## config.mk

```make
export PLATFORM = sky130hd
export DESIGN_NAME = force_release_unit
export DESIGN_NICKNAME = d
export VERILOG_FILES = /design/src/rtl/force_pkg.sv /design/src/rtl/force_bit_cell.sv /design/src/rtl/force_release_unit.sv
export SDC_FILE = /design/constraint.sdc
export NUM_CORES = 1
export LEC_CHECK = 0
export BUFFER_PORTS_ARGS = -buffer_cell sky130_fd_sc_hd__buf_2
export CAP_MARGIN = 25
export CORE_ASPECT_RATIO = 0.8
export CORE_MARGIN = 10
export CORE_UTILIZATION = 55
export CTS_CLUSTER_DIAMETER = 50
export DETAILED_ROUTE_END_ITERATION = 16
export PLACE_DENSITY_LB_ADDON = 0.3
export SLEW_MARGIN = 20
export SYNTH_ARGS = -nofsm -noshare
export SYNTH_HDL_FRONTEND = slang
export SYNTH_HIERARCHICAL = 1
export SYNTH_SLANG_ARGS = --single-unit
```

## constraint.sdc

```tcl
create_clock -name clk -period 6.05 [get_ports clk]
set_clock_uncertainty 0.2 [all_clocks]
set_input_delay 0.3025 -clock clk [delete_from_list [all_inputs] [get_ports clk]]
set_output_delay 0.3025 -clock clk [all_outputs]
set_load 0.03 [all_outputs]
```

## src/rtl/force_pkg.sv

```systemverilog
// Shared types for the force/release unit: command opcodes, response codes
// and controller states.
package force_pkg;

    typedef enum logic [1:0] {
        OP_QUERY       = 2'd0,
        OP_FORCE       = 2'd1,
        OP_RELEASE     = 2'd2,
        OP_RELEASE_ALL = 2'd3
    } op_e;

    typedef enum logic [1:0] {
        ST_OK           = 2'd0,
        ST_NOOP_RELEASE = 2'd1,
        ST_EMPTY_MASK   = 2'd2
    } status_e;

    typedef enum logic [1:0] {
        S_IDLE  = 2'd0,
        S_APPLY = 2'd1,
        S_RESP  = 2'd2
    } state_e;

endpackage

```

## src/rtl/force_bit_cell.sv

```systemverilog
// One bit of the overridden signal: force mask, force value, variable
// storage (variable semantics only) and the output override mux.
module force_bit_cell #(
    parameter int VAR_MODE = 0
) (
    input  logic clk,
    input  logic reset_l,
    input  logic drv_val_i,
    input  logic drv_we_i,
    input  logic set_i,
    input  logic rel_i,
    input  logic fval_i,
    output logic forced_o,
    output logic out_o
);

    logic mask_q;
    logic fval_q;
    logic var_q;
    logic base;

    always_ff @(posedge clk) begin
        if (!reset_l) begin
            mask_q <= 1'b0;
            fval_q <= 1'b0;
            var_q  <= 1'b0;
        end else begin
            if (set_i) begin
                mask_q <= 1'b1;
                fval_q <= fval_i;
            end else if (rel_i) begin
                mask_q <= 1'b0;
            end
            // Releasing keeps the forced value; a coincident driver write wins.
            if (rel_i && mask_q) begin
                var_q <= drv_we_i ? drv_val_i : fval_q;
            end else if (drv_we_i && !mask_q) begin
                var_q <= drv_val_i;
            end
        end
    end

    assign base     = (VAR_MODE != 0) ? var_q : drv_val_i;
    assign forced_o = mask_q;
    assign out_o    = mask_q ? fval_q : base;

endmodule

```

## src/rtl/force_release_unit.sv

```systemverilog
// Command-driven force/release controller over a WIDTH-bit signal with
// net (VAR_MODE=0) or variable (VAR_MODE=1) release semantics.
module force_release_unit
    import force_pkg::*;
#(
    parameter int WIDTH    = 4,
    parameter int VAR_MODE = 0
) (
    input  logic                         clk,
    input  logic                         reset_l,
    input  logic [WIDTH-1:0]             drv_val,
    input  logic                         drv_we,
    input  logic                         cmd_valid,
    output logic                         cmd_ready,
    input  logic [1:0]                   cmd_op,
    input  logic [WIDTH-1:0]             cmd_mask,
    input  logic [WIDTH-1:0]             cmd_val,
    output logic                         rsp_valid,
    input  logic                         rsp_ready,
    output logic [1:0]                   rsp_status,
    output logic [WIDTH-1:0]             out_val,
    output logic [WIDTH-1:0]             forced_mask,
    output logic [$clog2(WIDTH+1)-1:0]   force_cnt
);

    localparam int CW = $clog2(WIDTH + 1);

    state_e           state_q;
    logic             ready_q;
    logic             rsp_valid_q;
    status_e          status_q;
    logic [CW-1:0]    cnt_q;

    op_e              op_q;
    logic [WIDTH-1:0] mask_q;
    logic [WIDTH-1:0] val_q;

    logic             accept;
    logic             apply;
    logic [WIDTH-1:0] set_vec;
    logic [WIDTH-1:0] rel_vec;
    logic [WIDTH-1:0] forced_vec;
    logic [WIDTH-1:0] mask_d;
    status_e          status_d;

    function automatic logic [CW-1:0] popcount(input logic [WIDTH-1:0] v);
        logic [CW-1:0] c;
        c = '0;
        for (int i = 0; i < WIDTH; i++) begin
            c = c + CW'(v[i]);
        end
        return c;
    endfunction

    assign accept = (state_q == S_IDLE) && ready_q && cmd_valid;
    assign apply  = (state_q == S_APPLY);

    always_comb begin
        set_vec  = '0;
        rel_vec  = '0;
        status_d = ST_OK;
        case (op_q)
            OP_FORCE: begin
                if (mask_q == '0) status_d = ST_EMPTY_MASK;
                else              set_vec  = mask_q;
            end
            OP_RELEASE: begin
                if (mask_q == '0) begin
                    status_d = ST_EMPTY_MASK;
                end else begin
                    rel_vec = mask_q;
                    if ((mask_q & ~forced_vec) != '0) status_d = ST_NOOP_RELEASE;
                end
            end
            OP_RELEASE_ALL: rel_vec = '1;
            default: ;
        endcase
        if (!apply) begin
            set_vec = '0;
            rel_vec = '0;
        end
        mask_d = (forced_vec & ~rel_vec) | set_vec;
    end

    // Command capture is pure data; it is only consumed in APPLY.
    always_ff @(posedge clk) begin
        if (accept) begin
            op_q   <= op_e'(cmd_op);
            mask_q <= cmd_mask;
            val_q  <= cmd_val;
        end
    end

    always_ff @(posedge clk) begin
        if (!reset_l) begin
            state_q     <= S_IDLE;
            ready_q     <= 1'b0;
            rsp_valid_q <= 1'b0;
            status_q    <= ST_OK;
            cnt_q       <= '0;
        end else begin
            case (state_q)
                S_IDLE: begin
                    ready_q <= 1'b1;
                    if (accept) begin
                        ready_q <= 1'b0;
                        state_q <= S_APPLY;
                    end
                end
                S_APPLY: begin
                    rsp_valid_q <= 1'b1;
                    status_q    <= status_d;
                    cnt_q       <= popcount(mask_d);
                    state_q     <= S_RESP;
                end
                S_RESP: begin
                    if (rsp_ready) begin
                        rsp_valid_q <= 1'b0;
                        ready_q     <= 1'b1;
                        state_q     <= S_IDLE;
                    end
                end
                default: begin
                    ready_q <= 1'b0;
                    state_q <= S_IDLE;
                end
            endcase
        end
    end

    for (genvar i = 0; i < WIDTH; i++) begin : g_bit
        force_bit_cell #(
            .VAR_MODE (VAR_MODE)
        ) u_cell (
            .clk       (clk),
            .reset_l   (reset_l),
            .drv_val_i (drv_val[i]),
            .drv_we_i  (drv_we),
            .set_i     (set_vec[i]),
            .rel_i     (rel_vec[i]),
            .fval_i    (val_q[i]),
            .forced_o  (forced_vec[i]),
            .out_o     (out_val[i])
        );
    end

    assign cmd_ready   = ready_q;
    assign rsp_valid   = rsp_valid_q;
    assign rsp_status  = status_q;
    assign forced_mask = forced_vec;
    assign force_cnt   = cnt_q;

endmodule
```

==> results of run 1 <==
-- through the flow --
| step | util | hold WS (ps) | std cells | area [um^2] |
|---|---|---|---|---|
| 2_1_floorplan | - | 201 | 116 | 1260 |
| 6_report | 0.726 | 43.0 | 187 | 1580 |
| 4_1_cts | 0.726 | 39.5 | 187 | 1580 |
| 5_1_grt | 0.726 | 25.7 | 187 | 1580 |
| 3_3_place_gp | 0.668 | 240 | 173 | 1450 |
| 3_5_place_dp | 0.668 | 250 | 173 | 1450 |
-- what timing repair did --
item / CTS / global route
buffers inserted: 0 / 0
endpoints found under the hold margin: 10 / 0
hold buffers: 10 / 0
-- synthesized netlist by cell type --
cell / instances
inv_1: 9
a21oi_2: 1
nor2b_1: 12
fa_1: 1
o311a_1: 1
o21a_1: 5
nor3_1: 1
a21boi_1: 1
or4_4: 1
mux2i_1: 4
dfxtp_1: 17
o211ai_1: 1
mux2_4: 4
nor2b_2: 1
and3_1: 3
nor2_1: 9
nor3b_1: 2
o22ai_1: 2
a21oi_1: 6
a21boi_0: 3
buf_4: 1
and3_2: 1
nand2b_1: 3
and2_1: 1
o21ai_0: 2
edfxtp_1: 10
nor4_4: 1
nand2_1: 8
ha_1: 5
-- routing by layer --
layer | global-route usage | part of all wire | vias to the layer above
met1 | 0.133 | 0.37 | 462
met3 | 0.0571 | 0.091 | 4
met5 | 0 | 0 | -
met2 | 0.204 | 0.52 | 39
met4 | 0.0209 | 0.014 | 0
li1 | - | - | 489
-- cells by family after synthesis --
logic type      synth area share
buf+inv                   0.0327
compound gates             0.116
simple gates               0.199
flops                      0.507
mux                       0.0793
fa+ha+maj                 0.0654
-- worst paths after layout --
check | endpoint | slack (ps) | cells past startpoint
worst max-delay path | force_cnt[1] | 3240 | 9
worst min-delay path | cmd_ready | 40 | 2
worst max register to register | force_cnt[1] | 3240 | 9
worst min register to register | rsp_status[0] | 260 | 2
-- report_power, final --
group | internal [mW] | switching (mW) | leakage [nW]
sequential | 0.195 | 0.00435 | 0.230
clock | 0.0248 | 0.0525 | 0.0177
combinational | 0.0194 | 0.0220 | 0.458
total | 0.239 | 0.0789 | 0.705
-- registers in the layout, summed over array words and instances, names as in the netlist --
register	count
state_q	2
val_q	4
rsp_status	2
g_bit.u_cell/fval_q	4
cmd_ready	1
g_bit.u_cell/forced_o	4
mask_q	4
force_cnt	3
rsp_valid	1
op_q	2
-- critical path: cells and delay by family (launching register included) --
| family | cells | cell delay, ps |
|---|---|---|
| flip-flops | 1 | 440 |
| AO/OA/AOI/OAI | 1 | 140 |
| buffers and inverters | 1 | 40 |
| AND/OR/NAND/NOR | 4 | 950 |
| adder cells (fa/ha/maj) | 3 | 990 |
-- cell type report --
class	count	area, um^2	area share
flip-flops and latches	27	641	0.405
multi-input cells	79	581	0.367
repair buffers	43	268	0.169
inverters	9	33.8	0.0214
well taps	25	31.3	0.0198
clock buffers	3	22.5	0.0142
clock inverters	1	5.00	0.00316
==> impl_metrics.toml, run 1 <==
[outcome]
status = "finished, final reports clean"

[cells_and_area]
mostFrequentLayoutCell = "buf_2"
antennaDiodeCount = 0
final_cell_mix = "32 x buf_2, 17 x dfxtp_1, 12 x nor2b_1"
drive_above_1_share = 0.284
area_delta_synth_final_pct = 25.3
nFillCells = 178
num-nets-final = 188

[placement]
port-buffer-count = 32
dpl.hpwl_um = 2010
pre_cts_ws_ps = 3310
place_congestion = 0.883

[logic_synthesis]
yosys-top-cells-area = "dfxtp_1 27%, edfxtp_1 24%, nor2b_1 5.9%"
yosysTopAreaCellShare = 0.270
ys_types = 29
seq_area_frac_synth = 0.507
synthCells = 116
synth-seq-cells = 27
yosysTopAreaCell = "dfxtp_1"
avgSynthCellArea_um2 = 10.9
yosys_warnings = 6
synth.net_count = 141
synth_area_um2 = 1260

[power_and_ir_drop]
power_density_nw_per_um2 = 201
irDropWorstVdd_mv = 0.218
leakagePower_nw = 0.705
power_uw = 318

[timing]
rsz0062_at_grt = "no"
hold_violations = 0
worstMarginPinSlew_ps = 562
clock.fmax_ghz = 0.356
finalSetupViolations = 0
slew-limit-headroom = 0.624
fin_crit_sh = 0.464
tns_ps = 0
drv_slew = 0
final.setup.worst_slack_ps = 3240
fin_crit_ps = 2810

[clocking]
ctsResizeCount = 0
clk_pin_slew_ps = 140
max-clock-path-buffers = 2
cts_inserted_buffers = 3
cts_sinks = 27
clkLatencyLatePin_ps = 320
h-tree-depth = 1
cts_root_buf = "clkbuf_4"
cts_tree = "yes"

[setup_path]
crit_top_cell = "ha_1"
critPathArrivalTime_ps = 2880
startpoint_type = "flop"
endpoint_kind = "flop"
reg2reg_from = "state_q[0]"
crit_slowest_cell = "fa_1"
crit_chain = "nor2b_1 > and3_1 > nor2_1 > fa_1 > inv_1 > ha_1 > ha_1 > nand2_1 > a21boi_0"
worstSetupPathType = "flop to flop"
max_stage_delay_ps = 530
critPathLaunch = "state_q[0]"
crit_fanout = 8
critPathRequiredTime_ps = 6120

[routing]
drc = 0
drtAntennaViolNets = 0
drt-total-wl_um = 2720
dr.pass1.iters = 4
vias = 994
wl_per_cell_um = 14.5
routed_via_density = 5.32
drt_iter0_drc = 61

[grt]
gr-total-overflow = 0
grt_start_max_net_pins = 18
grt_pass1_vias = 991
grt.total_usage = 0.120
antenna_found_initial = 0
grt_pass1_wl_um = 4570

[floorplan]
start_util = 0.580
die_y_um = 62.9
die-area_um2 = 4620
core_area_um2 = 2180
die_w_um = 73.6
rows = 15
top_level_ports = 34

[hold_path]
min-delay-start = "rsp_ready"
holdCritPathClass = "input pin to flop"

[run]
cap_viol_max_count = 0
(Power assumes the default switching activity.)
==> run 2, diff against run 1 <==
--- a/config.mk
+++ b/config.mk
@@ -9,7 +9,7 @@
 export CAP_MARGIN = 25
 export CORE_ASPECT_RATIO = 0.8
 export CORE_MARGIN = 10
-export CORE_UTILIZATION = 55
+export CORE_UTILIZATION = 51
 export CTS_CLUSTER_DIAMETER = 50
 export DETAILED_ROUTE_END_ITERATION = 16
 export PLACE_DENSITY_LB_ADDON = 0.3
==> constraint.sdc (replaced) <==
create_clock -name clk -period 2.9 [get_ports clk]
set_clock_uncertainty 0.2 [all_clocks]
set_input_delay 0.145 -clock clk [delete_from_list [all_inputs] [get_ports clk]]
set_output_delay 0.145 -clock clk [all_outputs]
set_load 0.03 [all_outputs]
==> run 2 against run 1 <==
Total power rose by 110%. First-iteration DRC count is 1.6% lower. Routed wire length down 0.81%. Design area rose by 3.2%. Fmax grew 7.3%. Combinational power is 120% higher. Core utilization is 4.7 points lower. Via count shrank 0.60%. Final cell count rose by 3.7%. Critical path depth rose by 2.
==> impl_metrics.toml, run 2 (synthesis results as in run 1) <==
[outcome]
status = "finished, final reports clean"

[timing]
drv_slew = 0
slew-limit-headroom = 0.666
fin_crit_ps = 2620
fin_crit_sh = 0.902
clock.fmax_ghz = 0.382
hold_violations = 0
worstMarginPinSlew_ps = 500
finalSetupViolations = 0
timing.hold.ws_ps = 43.5
rsz0062_at_grt = "no"
tns_ps = 0

[setup_path]
max_stage_delay_ps = 530
critPathRequiredTime_ps = 2970
reg2reg_from = "op_q[1]"
critPathLaunch = "op_q[1]"
crit_top_cell = "ha_1"
startpoint_type = "flop"
worstSetupPathType = "flop to flop"
critPathArrivalTime_ps = 2690
crit_chain = "ha_1 > a21oi_1 > nor2_1 > nor2b_1 > nor2_1 > fa_1 > inv_1 > ha_1 > ha_1 > nand2_1 > a21boi_0"
rr_worst_depth = 11
endpoint = "force_cnt[1]"
crit_fanout = 6
endpoint_kind = "flop"
r2r_slack_ps = 280
crit_slowest_cell = "fa_1"
timing.rr.end = "force_cnt[1]"

[grt]
grt_pass1_vias = 979
antenna_found_initial = 0
grt_pass1_wl_um = 4530
gr-total-overflow = 0
grt_start_max_net_pins = 18
grt.total_usage = 0.118

[routing]
vias = 988
drc = 0
wl_per_cell_um = 13.9
drt-total-wl_um = 2690
drtAntennaViolNets = 0
routed_via_density = 5.09
drt_iter0_drc = 60
dr.pass1.iters = 4

[cells_and_area]
mostFrequentLayoutCell = "buf_2"
layout.cells.non_filler = 194
final_cell_mix = "32 x buf_2, 17 x dfxtp_1, 13 x dlygate4sd3_1"
num-nets-final = 193
area_delta_synth_final_pct = 29.2
drive_above_1_share = 0.287
antennaDiodeCount = 0

[hold_path]
holdCritPathClass = "input pin to flop"

[floorplan]
die-area_um2 = 4880
top_level_ports = 34
start_util = 0.526
rows = 16
core_area_um2 = 2400
die_w_um = 75.6
die_y_um = 64.5

[placement]
place_congestion = 0.919
dpl.hpwl_um = 1950
port-buffer-count = 32
numPlacedInstances = 177

[run]
cap_viol_max_count = 0

[clocking]
cts_inserted_buffers = 3
ctsResizeCount = 0
clk_pin_slew_ps = 150
cts_sinks = 27
clkLatencyLatePin_ps = 330
h-tree-depth = 1
cts_root_buf = "clkbuf_4"
max-clock-path-buffers = 2
cts_tree = "yes"
post_cts_buffers = 0

[power_and_ir_drop]
power_density_nw_per_um2 = 413
leakagePower_nw = 0.724
irDropWorstVdd_mv = 0.339
==> run 2: cell types whose count changed in the layout (fill, tap and decap cells not counted) <==
| cell | change |
|---|---|
| dlygate4sd3_1 | +3 |
| buf_4 | +2 |
| clkinv_2 | -1 |
| clkinvlp_4 | +1 |
==> run 2: worst min-delay path by stage <==
stage,start,end,depth (start not counted)
after floorplan,cmd_mask[0],mask_q[0],0
after global placement,cmd_mask[0],mask_q[0],1
after detailed placement,cmd_mask[1],mask_q[1],1
after CTS,cmd_valid,val_q[1],2
after global routing,cmd_valid,val_q[1],2
final,cmd_valid,val_q[1],2
==> run 2: metal layers <==
| layer | global-route usage | wire length (um) | vias to the layer above | part of all wire |
|---|---|---|---|---|
| met3 | 0.0518 | 209 | 4 | 0.078 |
| met5 | 0 | 0 | - | 0 |
| li1 | - | - | 501 | - |
| met2 | 0.188 | 1360 | 29 | 0.51 |
| met4 | 0.0394 | 25 | 0 | 0.0093 |
| met1 | 0.137 | 1100 | 454 | 0.41 |
==> run 2: power breakdown <==
part,switching [mW],total (mW),internal (mW)
logic,0.0467,0.0919,0.0452
clock network,0.114,0.167,0.0529
registers,0.00866,0.415,0.406
total,0.169,0.674,0.504
==> run 2: critical path, delay by kind of cell, from the launching register on <==
family / cells / cell delay [ps]
AO/OA/AOI/OAI: 2 / 290
adder cells (fa/ha/maj): 4 / 1270
buffers and inverters: 1 / 40
flip-flops: 1 / 460
AND/OR/NAND/NOR: 4 / 290
==> run 2: area by class of cell <==
class	instances	area, um^2
Timing Repair Buffer	48	313
Fill cell	194	771
Sequential cell	27	641
Clock inverter	1	7.51
Tap cell	27	33.8
Inverter	9	33.8
Multi-Input combinational cell	79	581
Clock buffer	3	22.5
==> run 2: per-stage QoR <==
step	power, mW	setup slack [ps]	util	cell area [um^2]
floorplan	0.469	447	-	1260
global placement	0.497	378	0.613	1470
detailed placement	0.501	316	0.613	1470
CTS	0.680	278	0.679	1630
global route	0.707	60.7	0.679	1630
finish	0.674	283	0.679	1630
==> run 2: repair_timing <==
| action | 4_1_cts | 5_1_grt |
|---|---|---|
| endpoints found under the hold margin | 24 | 0 |
| hold buffers | 13 | 0 |
| endpoints found under the setup margin | 0 | 0 |
==> run 3, diff against run 2 <==
--- a/config.mk
+++ b/config.mk
@@ -5,6 +5,7 @@
 export SDC_FILE = /design/constraint.sdc
 export NUM_CORES = 1
 export LEC_CHECK = 0
+export ABC_AREA = 1
 export BUFFER_PORTS_ARGS = -buffer_cell sky130_fd_sc_hd__buf_2
 export CAP_MARGIN = 25
 export CORE_ASPECT_RATIO = 0.8
==> run 3 against run 2 <==
Via count increased by 16%. Design area rose by 2.7%. Global-route usage grew 1.0 points. Worst hold slack gained 230 ps. Sequential share of layout area is 1.0 points lower. Area after synthesis up 2.6%. Sequential power grew 1%. Critical path depth increased by 1. Critical path type unchanged. Largest power group unchanged.
==> impl_metrics.toml, run 3 <==
[hold_path]
holdCritPathClass = "flop to flop"

[logic_synthesis]
synthFlopType = "dfxtp_1"
yosysTopAreaCell = "dfxtp_1"
synth.net_count = 187
synth_edf_count = 10
yosys-top-cells-area = "dfxtp_1 26%, edfxtp_1 23%, inv_1 9.9%"
synth_area_um2 = 1290
netlist_top_cells_count = "34 x inv_1, 30 x nand2_1, 21 x nor2_1"
yosysTopAreaCellShare = 0.263
seq_area_frac_synth = 0.495
synth-seq-cells = 27
async_flop_share = 0
yosys_warnings = 6
ys_types = 19
synthCells = 162
synth_most_common_cell = "inv_1"
avgSynthCellArea_um2 = 7.99

[setup_path]
crit_slowest_cell = "fa_1"
timing.rr.end = "force_cnt[1]"
endpoint_kind = "flop"
critPathArrivalTime_ps = 2630
critPathLaunch = "op_q[0]"
rr_worst_depth = 12
crit_chain = "inv_1 > ha_1 > inv_1 > o21ai_0 > nand2_1 > a21oi_1 > fa_1 > inv_1 > ha_1 > ha_1 > nor2_1 > nor2_1"
crit_fanout = 5
reg2reg_from = "op_q[0]"
r2r_slack_ps = 310
max_stage_delay_ps = 450
startpoint_type = "flop"
worstSetupPathType = "flop to flop"
critPathRequiredTime_ps = 2940
endpoint = "force_cnt[1]"

[timing]
finalSetupViolations = 0
fin_crit_ps = 2590
tns_ps = 0
hold_violations = 0
slew-limit-headroom = 0.723
rsz0062_at_grt = "no"
worstMarginPinSlew_ps = 415
fin_crit_sh = 0.893
final.setup.worst_slack_ps = 311
clock.fmax_ghz = 0.386
drv_slew = 0

[clocking]
max-clock-path-buffers = 2
clkLatencyLatePin_ps = 320
h-tree-depth = 1
cts_root_buf = "clkbuf_4"
cts_inserted_buffers = 3
cts_sinks = 27
post_cts_buffers = 0
cts_tree = "yes"
clk_pin_slew_ps = 140

[floorplan]
rows = 16
die-area_um2 = 4970
die_y_um = 65.1
start_util = 0.530
die_w_um = 76.3
core_area_um2 = 2440
top_level_ports = 34

[grt]
grt_pass1_vias = 1194
grt_pass1_wl_um = 5300
grt_start_max_net_pins = 15
grt.total_usage = 0.128
gr-total-overflow = 0
antenna_found_initial = 0

[cells_and_area]
final_cell_mix = "34 x inv_1, 32 x buf_2, 30 x nand2_1"
antennaDiodeCount = 0
drive_above_1_share = 0.248
area_delta_synth_final_pct = 29.4
num-nets-final = 240
mostFrequentLayoutCell = "inv_1"

[routing]
drc = 0
vias = 1147
dr.pass1.iters = 4
drt_iter0_drc = 47
drt-total-wl_um = 2930
routed_via_density = 4.59
drtAntennaViolNets = 0
wl_per_cell_um = 11.7

[power_and_ir_drop]
irDropWorstVdd_mv = 0.294
power_uw = 695
netSwitchingPower_uw = 186
power.internal_uw = 509
power_density_nw_per_um2 = 415
p_clk_frac = 0.233
p_seq_frac = 0.606
leakagePower_nw = 0.832
switching_share = 0.267
power_frac_comb = 0.161

[run]
cap_viol_max_count = 0

[placement]
place_congestion = 0.779
dpl.hpwl_um = 2190
pre_cts_ws_ps = 324
port-buffer-count = 32

[outcome]
status = "finished, final reports clean"
run 3: worst min-delay path by stage:
stage	slack [ps]	start	end	depth (start not counted)
CTS	270	cmd_ready	cmd_ready	2
finish	270	cmd_ready	cmd_ready	2
detailed placement	120	cmd_val[2]	val_q[2]	1
global route	290	cmd_ready	cmd_ready	2
floorplan	40	cmd_mask[0]	mask_q[0]	0
global placement	120	cmd_val[2]	val_q[2]	1
run 3: what timing repair did:
action                                  CTS  global route
endpoints found under the setup margin    0             0
hold buffers                             13             0
gates resized for setup                   0             0
hold endpoints to repair                 26             0
run 3: area by class of cell:
type | instances | area [um^2]
well taps | 36 | 45.0
inverters | 40 | 150
flip-flops and latches | 27 | 641
repair buffers | 49 | 320
clock buffers | 4 | 26.3
fillers | 216 | 767
multi-input cells | 94 | 493
run 3: power groups by stage:
stage / registers (mW) / logic (mW) / clock network [mW]
after floorplan: 0.441 / 0.0507 / 0
after global placement: 0.429 / 0.0950 / 0
after detailed placement: 0.430 / 0.0991 / 0
after CTS: 0.421 / 0.113 / 0.168
after global routing: 0.424 / 0.126 / 0.182
final: 0.421 / 0.112 / 0.162
run 3: kinds of logic after synthesis:
logic type      Yosys count  share of synthesized area
compound gates           29                      0.130
fa+ha+maj                 6                     0.0638
flops                    27                      0.495
buf+inv                  41                      0.125
simple gates             59                      0.186
run 3: worst max-delay path, delay by kind of cell (launching register included):
family / cells / cell delay (ps)
DFF: 1 / 440
AOI/OAI and AO/OA: 2 / 400
buffers and inverters: 3 / 240
adders and majority gates: 4 / 960
and+or+nand+nor: 3 / 260
run 3: per-layer routing:
metal  wire, um  global-route usage
met5          0                   0
met4         33              0.0417
met3        198              0.0468
met2       1560               0.249
met1       1140               0.124
run 3: stage by stage:
stage          instances  hold slack, ps  utilization  area, um^2
5_1_grt              250             294        0.686        1680
2_1_floorplan        162            43.9            -        1290
3_5_place_dp         233             123        0.622        1520
4_1_cts              250             270        0.686        1680
3_3_place_gp         233             122        0.622        1520
6_report             250             270        0.686        1680
